[src/rtl/control_fsm.sv]
// control_fsm: instruction-sequencing controller for a 16-bit load/store datapath.
// Steps each instruction through fetch, decode and execute, issues the datapath
// register loads and mux selects, and handshakes memory requests with a bounded
// wait. A request that is not answered within the wait budget parks the
// controller in ERROR until reset.
//
// Ports
//   clk, reset            rising-edge clock, synchronous active-high reset
//   run                   level; leaves HALTED when high
//   opcode                IR[15:12] from the datapath
//   imm5_sel, jsr_sel     IR[5], IR[11] (not needed by this decode)
//   branch_enable         NZP condition match
//   mem_resp              one-cycle memory completion strobe
//   LD_PC .. load_cc      datapath register loads
//   PCMUX, DRMUX, ADDR2MUX, alumux_sel, MARMUX, ADDR1MUX, aluop, gate_sel
//                         datapath mux / ALU selects
//   mem_read, mem_write   memory request, held until mem_resp
//   halted, error         status flags
//
// state    | meaning
// ---------+------------------------------------------------
// HALTED   | idle, waiting for run
// FETCH1   | MAR <- PC, PC <- PC + 1
// FETCH2   | instruction read, waiting for mem_resp
// FETCH3   | IR <- MDR
// DECODE   | dispatch on opcode
// EXEC     | ALU, branch, jump, subroutine-call execution
// MEM_ADDR | MAR <- base + offset6 for LDR/STR
// MEM_RD   | data read, waiting for mem_resp
// MEM_WR   | data write, waiting for mem_resp
// WB       | register file <- MDR
// ERROR    | illegal opcode or memory timeout; left only by reset
module control_fsm #(
   parameter int unsigned WAIT_MAX = 15
) (
   input  logic       clk,
   input  logic       reset,
   input  logic       run,
   input  logic [3:0] opcode,
   input  logic       imm5_sel,
   input  logic       jsr_sel,
   input  logic       branch_enable,
   input  logic       mem_resp,
   output logic       LD_PC,
   output logic       LD_MAR,
   output logic       LD_MDR,
   output logic       LD_IR,
   output logic       load_regfile,
   output logic       load_cc,
   output logic [1:0] PCMUX,
   output logic [1:0] DRMUX,
   output logic [1:0] ADDR2MUX,
   output logic [1:0] alumux_sel,
   output logic       MARMUX,
   output logic       ADDR1MUX,
   output logic [3:0] aluop,
   output logic [1:0] gate_sel,
   output logic       mem_read,
   output logic       mem_write,
   output logic       halted,
   output logic       error
);

   localparam logic [3:0] OP_BR   = 4'b0000;
   localparam logic [3:0] OP_ADD  = 4'b0001;
   localparam logic [3:0] OP_JSR  = 4'b0100;
   localparam logic [3:0] OP_AND  = 4'b0101;
   localparam logic [3:0] OP_LDR  = 4'b0110;
   localparam logic [3:0] OP_STR  = 4'b0111;
   localparam logic [3:0] OP_NOT  = 4'b1001;
   localparam logic [3:0] OP_JMP  = 4'b1100;
   localparam logic [3:0] OP_HALT = 4'b1101;

   localparam logic [3:0] WAIT_LIM = 4'(WAIT_MAX);

   typedef enum logic [3:0] {
      S_HALTED, S_FETCH1, S_FETCH2, S_FETCH3, S_DECODE, S_EXEC,
      S_MEM_ADDR, S_MEM_RD, S_MEM_WR, S_WB, S_ERROR
   } state_t;

   state_t     state, state_nxt;
   logic [3:0] wait_cnt;
   logic       waiting;
   logic       timeout;

   // Register-destination and immediate selection happen in the datapath;
   // the sequencing here does not depend on these IR bits.
   logic unused_ir_bits;
   assign unused_ir_bits = imm5_sel ^ jsr_sel;

   assign waiting = (state == S_FETCH2 || state == S_MEM_RD || state == S_MEM_WR) && !mem_resp;
   assign timeout = (wait_cnt == WAIT_LIM);

   always_ff @(posedge clk) begin
      if (reset) begin
         state    <= S_HALTED;
         wait_cnt <= '0;
      end else begin
         state <= state_nxt;
         // Any state change clears the count, so each wait state starts at 0.
         if (state_nxt != state) wait_cnt <= '0;
         else if (waiting)       wait_cnt <= wait_cnt + 4'd1;
      end
   end

   always_comb begin
      state_nxt    = state;
      LD_PC        = 1'b0;
      LD_MAR       = 1'b0;
      LD_MDR       = 1'b0;
      LD_IR        = 1'b0;
      load_regfile = 1'b0;
      load_cc      = 1'b0;
      PCMUX        = 2'b00;
      DRMUX        = 2'b00;
      ADDR2MUX     = 2'b00;
      alumux_sel   = 2'b00;
      MARMUX       = 1'b0;
      ADDR1MUX     = 1'b0;
      aluop        = 4'b0000;
      gate_sel     = 2'b00;
      mem_read     = 1'b0;
      mem_write    = 1'b0;
      halted       = 1'b0;
      error        = 1'b0;

      unique case (state)
         S_HALTED: begin
            halted = 1'b1;
            if (run) state_nxt = S_FETCH1;
         end
         S_FETCH1: begin
            ADDR2MUX  = 2'b11;
            LD_MAR    = 1'b1;
            LD_PC     = 1'b1;
            state_nxt = S_FETCH2;
         end
         S_FETCH2: begin
            mem_read = 1'b1;
            // A response in the timeout cycle still wins.
            if (mem_resp) begin
               LD_MDR    = 1'b1;
               state_nxt = S_FETCH3;
            end else if (timeout) begin
               state_nxt = S_ERROR;
            end
         end
         S_FETCH3: begin
            gate_sel  = 2'b01;
            LD_IR     = 1'b1;
            state_nxt = S_DECODE;
         end
         S_DECODE: begin
            case (opcode)
               OP_ADD, OP_AND, OP_NOT, OP_BR, OP_JMP, OP_JSR: state_nxt = S_EXEC;
               OP_LDR, OP_STR:                                state_nxt = S_MEM_ADDR;
               OP_HALT:                                       state_nxt = S_HALTED;
               default:                                       state_nxt = S_ERROR;
            endcase
         end
         S_EXEC: begin
            case (opcode)
               OP_ADD, OP_AND, OP_NOT: begin
                  aluop        = (opcode == OP_ADD) ? 4'b0000 :
                                 (opcode == OP_AND) ? 4'b0001 : 4'b0010;
                  gate_sel     = 2'b10;
                  load_regfile = 1'b1;
                  load_cc      = 1'b1;
               end
               OP_BR: begin
                  if (branch_enable) begin
                     LD_PC    = 1'b1;
                     PCMUX    = 2'b10;
                     ADDR2MUX = 2'b01;
                  end
               end
               OP_JMP: begin
                  PCMUX    = 2'b10;
                  ADDR1MUX = 1'b1;
                  ADDR2MUX = 2'b11;
                  LD_PC    = 1'b1;
               end
               OP_JSR: begin
                  // Return address (old PC) goes to R7 while PC takes the target.
                  gate_sel     = 2'b00;
                  load_regfile = 1'b1;
                  PCMUX        = 2'b10;
                  LD_PC        = 1'b1;
               end
               default: ;
            endcase
            state_nxt = S_FETCH1;
         end
         S_MEM_ADDR: begin
            ADDR1MUX  = 1'b1;
            ADDR2MUX  = 2'b10;
            LD_MAR    = 1'b1;
            state_nxt = (opcode == OP_STR) ? S_MEM_WR : S_MEM_RD;
         end
         S_MEM_RD: begin
            mem_read = 1'b1;
            if (mem_resp) begin
               LD_MDR    = 1'b1;
               state_nxt = S_WB;
            end else if (timeout) begin
               state_nxt = S_ERROR;
            end
         end
         S_MEM_WR: begin
            mem_write = 1'b1;
            if (mem_resp)     state_nxt = S_FETCH1;
            else if (timeout) state_nxt = S_ERROR;
         end
         S_WB: begin
            gate_sel     = 2'b01;
            load_regfile = 1'b1;
            load_cc      = 1'b1;
            state_nxt    = S_FETCH1;
         end
         S_ERROR: begin
            error = 1'b1;
         end
         default: state_nxt = S_ERROR;
      endcase
   end

endmodule

[config.mk]
export PLATFORM = sky130hd
export DESIGN_NAME = control_fsm
export DESIGN_NICKNAME = d
export VERILOG_FILES = /design/src/rtl/control_fsm.sv
export SDC_FILE = /design/constraint.sdc
export NUM_CORES = 1
export LEC_CHECK = 0
export BUFFER_PORTS_ARGS = -buffer_cell sky130_fd_sc_hd__buf_2
export CAP_MARGIN = 20
export CORE_AREA = 2 2 57 46
export CTS_BUF_LIST = sky130_fd_sc_hd__clkbuf_4
export DETAILED_ROUTE_END_ITERATION = 7
export DIE_AREA = 0 0 59 48
export PLACE_DENSITY = 0.76
export SLEW_MARGIN = 20
export SYNTH_ARGS = -nofsm -noshare
export SYNTH_HDL_FRONTEND = slang
export SYNTH_SLANG_ARGS = --single-unit
[constraint.sdc]
create_clock -name clk -period 1.8 [get_ports clk]
set_input_delay 0.18 -clock clk [delete_from_list [all_inputs] [get_ports clk]]
set_output_delay 0.18 -clock clk [all_outputs]
set_load 0.01 [all_outputs]
==> summary.txt, run 1 <==
FLOORPLANNING
------------------------------------------------------------------------------
Die Width .......................................................        59 µm
Starting utilization of the core area ...........................        0.449
Vert. Die Dim ...................................................        48 µm
Row count .......................................................           15
Die area ........................................................     2830 µm²
Core region area ................................................     2210 µm²
Count of boundary I/O pins ......................................           37

CLOCKING
------------------------------------------------------------------------------
Largest buffer count on any clock path ..........................            2
Num CTS Buffers .................................................            3
Htree depth .....................................................            1
Clock tree from TritonCTS .......................................          yes
Clk pin slew, worst setup/hold paths ............................      0.06 ns
Clock tree sinks ................................................            8
Cts-stage hold buffer count .....................................            0
Clk Tree Root Cell ..............................................     clkbuf_4
Clock insertion delay at the later pin of the skew report .......      0.26 ns

STA
------------------------------------------------------------------------------
Final hold viol count ...........................................            0
Slack of the critical path ......................................   -0.0243 ns
Setup repair after global routing missed its margin .............          yes
Achievable Freq .................................................      548 MHz
Final setup violation count .....................................            5
Hold Slack ......................................................     0.146 ns
Period Utilization, post-route ..................................         1.01
Worst setup skew after layout ...................................   0.00858 ns
Shortest clock period the worst path allows after layout ........      1.82 ns
Number of pins with negative max-slew slack in the final report .            0

YOSYS
------------------------------------------------------------------------------
Warnings from Yosys .............................................            0
Cell count after synthesis ......................................          137
Library cell with the largest summed area after synthesis .......      dfxtp_1
Sequential area share after synthesis ...........................        0.161
Post-Synthesis Cell Area ........................................      993 µm²
Async S/R FF share, synth .......................................            0
Proportion of netlist area held by the largest area contributor .        0.161
Mean post-synth cell area .......................................     7.25 µm²
Count of flip-flops with a built-in enable after synthesis ......            0
Primary FF master, synth ........................................      dfxtp_1
Number of distinct library cells after synthesis ................           45
Synth top area cells ............................................ dfxtp_1 16%, buf_4 7.6%, nor2b_1 4.4%
Flops & latches, synth ..........................................            8

PLACEMENT
------------------------------------------------------------------------------
Count of buffers from port buffering ............................           26
Routability-driven placement congestion ratio ...................        0.928
Half-perimeter wire length after placement ......................      2.13 mm
Pre-CTS setup slack .............................................   -0.0793 ns
Count of placed standard cells including taps ...................          202

GRT
------------------------------------------------------------------------------
Antenna violations before repair ................................            0
Via count of the first global-routing pass ......................         1009
Global-route congestion overflow total ..........................            0
Global-route wire length before repair ..........................      4.22 mm
Maximum number of pins on one net before global-route repair ....           16
Total track usage ...............................................        0.205

WORST SETUP PATH
------------------------------------------------------------------------------
Kind of capture point of the worst setup path ...................  output port
Critical path startpoint category ...............................         flop
Data arrival time at the worst-slack endpoint ...................      1.64 ns
Req. time, crit path ............................................      1.62 ns
Class of the most critical setup path ...........................   reg -> out
Worst-path maximum fanout .......................................            4

LAYOUT
------------------------------------------------------------------------------
Antenna Diode Count .............................................            0
Area growth from synthesis to layout ............................        44.2%
Non-filler cells in the finished layout .........................          212
Final layout net count ..........................................          201
Most common cell after layout, fill and taps aside ..............        buf_4
Count of filler cells inserted in the layout ....................          167
Highest-count cells in the layout ignoring fill and taps ........ 30 x buf_4, 26 x buf_2, 10 x nor2_1, 10 x nand2_1, 8 x conb_1
Layout cell share with drive strength beyond 1 ..................        0.471

JOB
------------------------------------------------------------------------------
Number of max-capacitance violations reported ...................            0

RUN STATUS
------------------------------------------------------------------------------
Violated checks ................................................. setup timing
Run status ...................................................... complete, but fails checks

ROUTE
------------------------------------------------------------------------------
Final routed wire length divided by cell count ..................      14.8 µm
TritonRoute pass-1 iters ........................................            4
Number of design rule violations left after detail routing ......            0
DRC violation total after the first TritonRoute iteration .......           73
Residual antenna-violating net count after detailed routing .....            0
WL final ........................................................      3.13 mm
Via count .......................................................         1228
Via density per instance ........................................         5.79

PWR
------------------------------------------------------------------------------
Power per standard cell area ....................................   494 nW/µm²
Maximum resistive drop on vdd ...................................       455 µV
Total leakage power .............................................  0.000638 µW

HOLD PATH
------------------------------------------------------------------------------
Worst min path class ............................................    in -> reg

## what timing repair did
| action | 4_1_cts | 5_1_grt |
|---|---|---|
| pin swaps | 4 | 9 |
| setup buffers | 5 | 2 |
| resized for setup | 13 | 20 |
| endpoints found under the setup margin | 14 | 13 |
| gates cloned | 0 | 0 |
## per-layer routing
layer  global-route usage  wire length (µm)
met1                0.247              1280
met2                0.364              1600
met3               0.0514               214
met4               0.0727                38
met5                    0                 0
## power by group
part / total [µW] / switching (µW) / internal (µW) / leakage [µW]
registers: 212 / 27.0 / 185 / 0.0000688
logic: 358 / 190 / 168 / 0.000555
clock network: 138 / 61.3 / 76.3 / 0.0000138
## cell usage after synthesis, types with 4 or more instances
library cell and instances:
o21ai_1 4, buf_4 10, buf_2 4, nand2_1 10, o21ai_0 6, nor4_1 7, nand3_1 7, o31ai_1 4
nor2b_1 7, nor2_1 11, a21oi_1 8, dfxtp_1 8, nand2b_1 4
## cell type report
class	count	area, µm²	share of cell area
inverter	3	11.3	0.00786
timing repair buffer	57	367	0.256
sequential	8	178	0.124
tap	25	31.3	0.0218
multi-input combinational	116	823	0.575
clock buffer	3	22.5	0.0157
## logic make-up (layout without fill, tap and decap cells)
family                     Yosys count  after routing  synth area share
AOI/OAI and AO/OA                   34             34             0.236
adders and majority gates            1              1            0.0126
buffers and inverters               20             63             0.141
and+or+nand+nor                     65             65             0.360
xor gates and xnor gates             6              6            0.0605
muxes                                2              2            0.0252
other                                1              8           0.00377
DFF                                  8              8             0.161
## sequential cells by signal (all words and copies together), names as in the netlist
signal    flops
wait_cnt      4
state         4
## critical path, cell delays in order, from the launching register on
cell     delay, ns
dfxtp_4       0.36
or2b_4        0.29
buf_6         0.12
nor2_4        0.07
nand4_1       0.19
o22ai_1       0.21
buf_2         0.15
## stage by stage
step                      setup TNS (ns)  instance area, µm²   util  total power [µW]
after floorplan                        0                1020      -               434
after global placement           -0.0975                1230  0.556               520
after detailed placement          -0.258                1230  0.556               532
after CTS                         -0.189                1330  0.599               679
after global routing              -0.499                1430  0.647               751
final                            -0.0709                1430  0.647               708
## path summary, 6_finish.rpt
kind / start / to / slack (ns) / depth (start not counted)
hold / removal: reset / state[2] / 0.15 / 2
hold reg to reg: wait_cnt[3] / wait_cnt[3] / 0.64 / 2
setup reg to reg: wait_cnt[0] / wait_cnt[3] / -0.02 / 7
setup / recovery: state[2] / load_cc / -0.02 / 6
Note: power is estimated with default switching activity, not from simulation.
==> inputs of run 2 (changes only) <==
- ABC_AREA: default -> 1
- CORE_AREA: 2 2 57 46 -> 2 2 56 45
- DIE_AREA: 0 0 59 48 -> 0 0 58 47
- MAX_ROUTING_LAYER: default -> met4
- PLACE_DENSITY: 0.76 -> 0.73
==> summary.txt, run 2 <==
ROUTE
------------------------------------------------------------------------------
WL final ........................................................      2.01 mm
Via count .......................................................         1040
Final routed wire length divided by cell count ..................      8.98 µm
Residual antenna-violating net count after detailed routing .....            0
DRC violation total after the first TritonRoute iteration .......           44
Via density per instance ........................................         4.64
TritonRoute pass-1 iters ........................................            4
Number of design rule violations left after detail routing ......            0

PWR
------------------------------------------------------------------------------
Total leakage power .............................................  0.000675 µW
Maximum resistive drop on vdd ...................................       305 µV
Power per standard cell area ....................................   506 nW/µm²

YOSYS
------------------------------------------------------------------------------
Proportion of netlist area held by the largest area contributor .        0.227
Primary FF master, synth ........................................      dfxtp_1
Top-count cell post-synth .......................................      nand2_1
Synth top area cells ............................................ nand2_1 23%, dfxtp_1 18%, nor2_1 13%
Cell count after synthesis ......................................          171
Count of flip-flops with a built-in enable after synthesis ......            0
Post-Synthesis Cell Area ........................................      895 µm²
Number of distinct library cells after synthesis ................           19
Async S/R FF share, synth .......................................            0
Warnings from Yosys .............................................            0
Library cell with the largest summed area after synthesis .......      nand2_1
Mean post-synth cell area .......................................     5.23 µm²
Flops & latches, synth ..........................................            8
Sequential area share after synthesis ...........................        0.179
Top cell types by occurrence after synthesis .................... 54 x nand2_1, 31 x nor2_1, 28 x inv_1, 19 x nand3_1

LAYOUT
------------------------------------------------------------------------------
Largest registers ............................................... state (4), wait_cnt (4)
Non-filler cells in the finished layout .........................          224
Layout cell share with drive strength beyond 1 ..................        0.211
Final standard cell area without fillers ........................     1060 µm²
Antenna Diode Count .............................................            0
Most common cell after layout, fill and taps aside ..............      nand2_1
Highest-count cells in the layout ignoring fill and taps ........ 52 x nand2_1, 29 x nor2_1, 28 x inv_1
Area growth from synthesis to layout ............................        18.5%
Final layout net count ..........................................          213

STA
------------------------------------------------------------------------------
Final hold viol count ...........................................            0
Number of pins with negative max-slew slack in the final report .            0
Final setup violation count .....................................            0
Shortest clock period the worst path allows after layout ........      1.62 ns
Hold Slack ......................................................     0.135 ns
Worst setup skew after layout ...................................   0.00104 ns
Achievable Freq .................................................      619 MHz
Slack of the critical path ......................................     0.184 ns
Period Utilization, post-route ..................................        0.898

WORST SETUP PATH
------------------------------------------------------------------------------
Buffers & Inverters on Critical Path ............................            2
Class of the most critical setup path ...........................   reg -> out
Worst-path maximum fanout .......................................            8
Top delay family on crit path ................................... simple AND/OR/NAND/NOR gates
Kind of capture point of the worst setup path ...................  output port
Sequence of cells on the critical path .......................... inv_1 > nor2_2 > nand2_2 > nor2_1 > nand2_1 > o211ai_1 > buf_2
Req. time, crit path ............................................      1.62 ns
Data arrival time at the worst-slack endpoint ...................      1.44 ns
Critical path startpoint category ...............................         flop
Crit path largest cell delay ....................................      0.37 ns
Slowest cell on the critical path ...............................      dfxtp_2

GRT
------------------------------------------------------------------------------
Total track usage ...............................................        0.155
Global-route wire length before repair ..........................      3.15 mm
Antenna violations before repair ................................            0
Via count of the first global-routing pass ......................          780
Maximum number of pins on one net before global-route repair ....            9
Global-route congestion overflow total ..........................            0

PLACEMENT
------------------------------------------------------------------------------
Half-perimeter wire length after placement ......................      1.69 mm
Count of buffers from port buffering ............................           26
Count of placed standard cells including taps ...................          221
Pre-CTS setup slack .............................................     0.209 ns
Instance area at placement ......................................     1020 µm²
Routability-driven placement congestion ratio ...................        0.865

FLOORPLANNING
------------------------------------------------------------------------------
Core region area ................................................     2180 µm²
Starting utilization of the core area ...........................        0.411
Count of boundary I/O pins ......................................           37
Vert. Die Dim ...................................................        47 µm
Die Width .......................................................        58 µm
Row count .......................................................           15
Die area ........................................................     2730 µm²

CLOCKING
------------------------------------------------------------------------------
Largest buffer count on any clock path ..........................            2
Clock tree from TritonCTS .......................................          yes
Clock insertion delay at the later pin of the skew report .......      0.25 ns
Htree depth .....................................................            1
Clock tree sinks ................................................            8
Clk pin slew, worst setup/hold paths ............................      0.05 ns
Clk Tree Root Cell ..............................................     clkbuf_4
Num CTS Buffers .................................................            3

HOLD PATH
------------------------------------------------------------------------------
Worst min path class ............................................    in -> reg

JOB
------------------------------------------------------------------------------
Number of max-capacitance violations reported ...................            0

RUN STATUS
------------------------------------------------------------------------------
Run status ...................................................... complete, no violations

-- run 2: changes by cell type in the layout (fill, tap and decap cells not counted), moves of 5 or more --
cell,previous run,this run
nand2_1,10,52
inv_1,1,28
o21ai_1,5,0
nor2b_1,6,0
nor4_1,5,0
nor2_1,10,29
buf_4,30,0
nand3_1,6,19
-- run 2: per-stage QoR --
stage / utilization / setup TNS (ns) / total power, µW
final: 0.487 / 0 / 536
after global routing: 0.487 / -0.00575 / 578
after CTS: 0.481 / 0 / 536
after detailed placement: 0.470 / 0 / 399
after global placement: 0.470 / 0 / 400
after floorplan: - / 0 / 352
-- run 2: worst paths after layout --
path | to | cells past startpoint | from | slack, ns
setup / recovery | ADDR2MUX[0] | 7 | state[0] | 0.18
hold / removal | state[1] | 2 | reset | 0.14
setup reg to reg | wait_cnt[3] | 11 | state[1] | 0.21
hold reg to reg | wait_cnt[3] | 3 | wait_cnt[3] | 0.56
-- run 2: what timing repair did --
action,4_1_cts,5_1_grt
hold buffers,0,0
buffers inserted,0,0
endpoints found under the setup margin,1,10
gates resized for setup,1,7
endpoints found under the hold margin,0,0
-- run 2: power breakdown --
part           switching (µW)  internal (µW)
Sequential               10.6            186
Clock                    58.3           76.1
Combinational             134           70.8
Total                     203            333
-- run 2: layout make-up --
class / count / area (µm²)
multi-input combinational: 133 / 602
fill: 250 / 1120
tap: 25 / 31.3
timing repair buffer: 26 / 130
inverter: 29 / 109
clock buffer: 3 / 22.5
sequential: 8 / 165
-- run 2: kinds of logic (layout without fill, tap and decap cells) --
family                     after synthesis  count (layout)  synth area share
AOI/OAI and AO/OA                       10              10            0.0615
muxes                                    1               1            0.0126
other                                    1               8           0.00419
adders and majority gates                1               1            0.0140
buffers and inverters                   37              58             0.189
DFF                                      8               8             0.179
xor gates and xnor gates                 3               3            0.0294
and+or+nand+nor                        110             110             0.510
-- run 2: layer usage --
metal / vias up / track usage / wire length (µm)
met2: 28 / 0.223 / 790
met5: - / - / 0
li1: 565 / - / -
met1: 447 / 0.233 / 1100
met3: 0 / 0.0248 / 118
met4: 0 / 0.0140 / 0
==> inputs of run 3 (changes only) <==
- CTS_CLUSTER_DIAMETER: default -> 60
- PLACE_DENSITY: 0.73 -> 0.83
==> summary.txt, run 3 (synthesized netlist as in run 2, its figures left out) <==
FLOORPLANNING
------------------------------------------------------------------------------
Core region area ................................................     2180 µm²
Count of boundary I/O pins ......................................           37
Row count .......................................................           15
Vert. Die Dim ...................................................        47 µm
Die Width .......................................................        58 µm
Die area ........................................................     2730 µm²
Starting utilization of the core area ...........................        0.411

JOB
------------------------------------------------------------------------------
Number of max-capacitance violations reported ...................            0

LAYOUT
------------------------------------------------------------------------------
Final layout net count ..........................................          214
Antenna Diode Count .............................................            0
Final Util ......................................................        0.490
Highest-count cells in the layout ignoring fill and taps ........ 53 x nand2_1, 28 x inv_1, 28 x nor2_1
Area growth from synthesis to layout ............................        19.3%
Largest registers ............................................... state (4), wait_cnt (4)
Most common cell after layout, fill and taps aside ..............      nand2_1
Non-filler cells in the finished layout .........................          225
Layout cell share with drive strength beyond 1 ..................        0.215

PLACEMENT
------------------------------------------------------------------------------
Routability-driven placement congestion ratio ...................        0.865
Count of buffers from port buffering ............................           26
Count of placed standard cells including taps ...................          221
Half-perimeter wire length after placement ......................      1.76 mm

HOLD PATH
------------------------------------------------------------------------------
Cells on Worst Hold Path ........................................            2
Worst min path class ............................................    in -> reg

RUN STATUS
------------------------------------------------------------------------------
Run status ...................................................... complete, no violations

CLOCKING
------------------------------------------------------------------------------
Clk pin slew, worst setup/hold paths ............................      0.05 ns
Clock tree from TritonCTS .......................................          yes
Num CTS Buffers .................................................            3
Htree depth .....................................................            1
Clk Tree Root Cell ..............................................     clkbuf_4
Largest buffer count on any clock path ..........................            2
Cts-stage hold buffer count .....................................            0
Clock insertion delay at the later pin of the skew report .......      0.25 ns
Clock tree sinks ................................................            8

WORST SETUP PATH
------------------------------------------------------------------------------
Worst-path maximum fanout .......................................            8
Worst Setup SP ..................................................     state[0]
Data arrival time at the worst-slack endpoint ...................      1.47 ns
Critical path startpoint category ...............................         flop
Worst setup endpoint ............................................  ADDR2MUX[0]
Class of the most critical setup path ...........................   reg -> out
Worst-case register-to-register setup slack .....................      0.20 ns
Origin of the critical flop-to-flop path ........................     state[3]
Req. time, crit path ............................................      1.62 ns
Kind of capture point of the worst setup path ...................  output port
Critical R2R Capture ............................................  wait_cnt[3]
Worst-case reg-to-reg path depth ................................            9

GRT
------------------------------------------------------------------------------
Via count of the first global-routing pass ......................          849
Global-route wire length before repair ..........................      3.45 mm
Antenna violations before repair ................................            0
Total track usage ...............................................        0.168
Maximum number of pins on one net before global-route repair ....            9
Global-route congestion overflow total ..........................            0

STA
------------------------------------------------------------------------------
Worst setup skew after layout ...................................   0.00306 ns
Setup repair after global routing missed its margin .............          yes
Achievable Freq .................................................      608 MHz
Final setup violation count .....................................            0
Final hold viol count ...........................................            0
Shortest clock period the worst path allows after layout ........      1.65 ns
Number of pins with negative max-slew slack in the final report .            0
Period Utilization, post-route ..................................        0.914

ROUTE
------------------------------------------------------------------------------
Residual antenna-violating net count after detailed routing .....            0
Number of design rule violations left after detail routing ......            0
WL final ........................................................      2.12 mm
Via density per instance ........................................         4.79
TritonRoute pass-1 iters ........................................            4
DRC violation total after the first TritonRoute iteration .......           67
Final routed wire length divided by cell count ..................      9.40 µm
Via count .......................................................         1078

PWR
------------------------------------------------------------------------------
Final total power ...............................................       542 µW
Total leakage power .............................................  0.000678 µW
Maximum resistive drop on vdd ...................................       215 µV
Power per standard cell area ....................................   508 nW/µm²

[run 3: worst max-delay path, stage by stage, from the launching register on]
cell and delay, ns:
dfxtp_2 0.36, inv_1 0.10, nor2_2 0.15, nand2_2 0.14
nor2_1 0.12, nand2_1 0.09, o211ai_1 0.09, buf_2 0.15
[run 3: metrics by stage]
stage | setup slack (ns) | hold slack, ns | area [µm²] | setup TNS [ns]
final | 0.154 | 0.128 | 1070 | 0
after global routing | -0.0105 | 0.135 | 1070 | -0.0105
after CTS | 0.0730 | 0.123 | 1050 | 0
after detailed placement | 0.197 | 0.389 | 1020 | 0
after global placement | 0.244 | 0.391 | 1020 | 0
after floorplan | 0.428 | 0.249 | 921 | 0
[run 3: routing by layer]
layer	global-route usage	up-vias	part of all wire	wire (µm)
met4	0.0419	0	0	0
met5	-	-	0	0
met1	0.227	472	0.50	1060
met2	0.268	40	0.44	924
li1	-	566	-	-
met3	0.0248	0	0.063	134
[run 3: worst min-delay path by stage]
stage,slack [ns],from,endpoint
3_3_place_gp,0.39,reset,state[1]
2_1_floorplan,0.25,reset,state[1]
3_5_place_dp,0.39,reset,state[2]
6_report,0.13,reset,state[2]
4_1_cts,0.12,reset,state[2]
5_1_grt,0.14,reset,state[1]
[run 3: repair_timing]
item,CTS,global route
pin swaps,0,2
endpoints found under the setup margin,5,9
setup buffers,0,1
resized for setup,2,6
endpoints found under the hold margin,0,0
[run 3: layout make-up]
type                       count  area, µm²
timing repair buffer          27        138
multi-input combinational    133        602
inverter                      29        109
tap                           25       31.3
fill                         226       1110
clock buffer                   3       22.5
sequential                     8        165
[run 3: power breakdown]
| group | leakage, µW | internal (µW) | switching [µW] |
|---|---|---|---|
| Sequential | 0.0000666 | 186 | 10.1 |
| Combinational | 0.000598 | 76.8 | 138 |
| Clock | 0.0000138 | 75.9 | 55.4 |
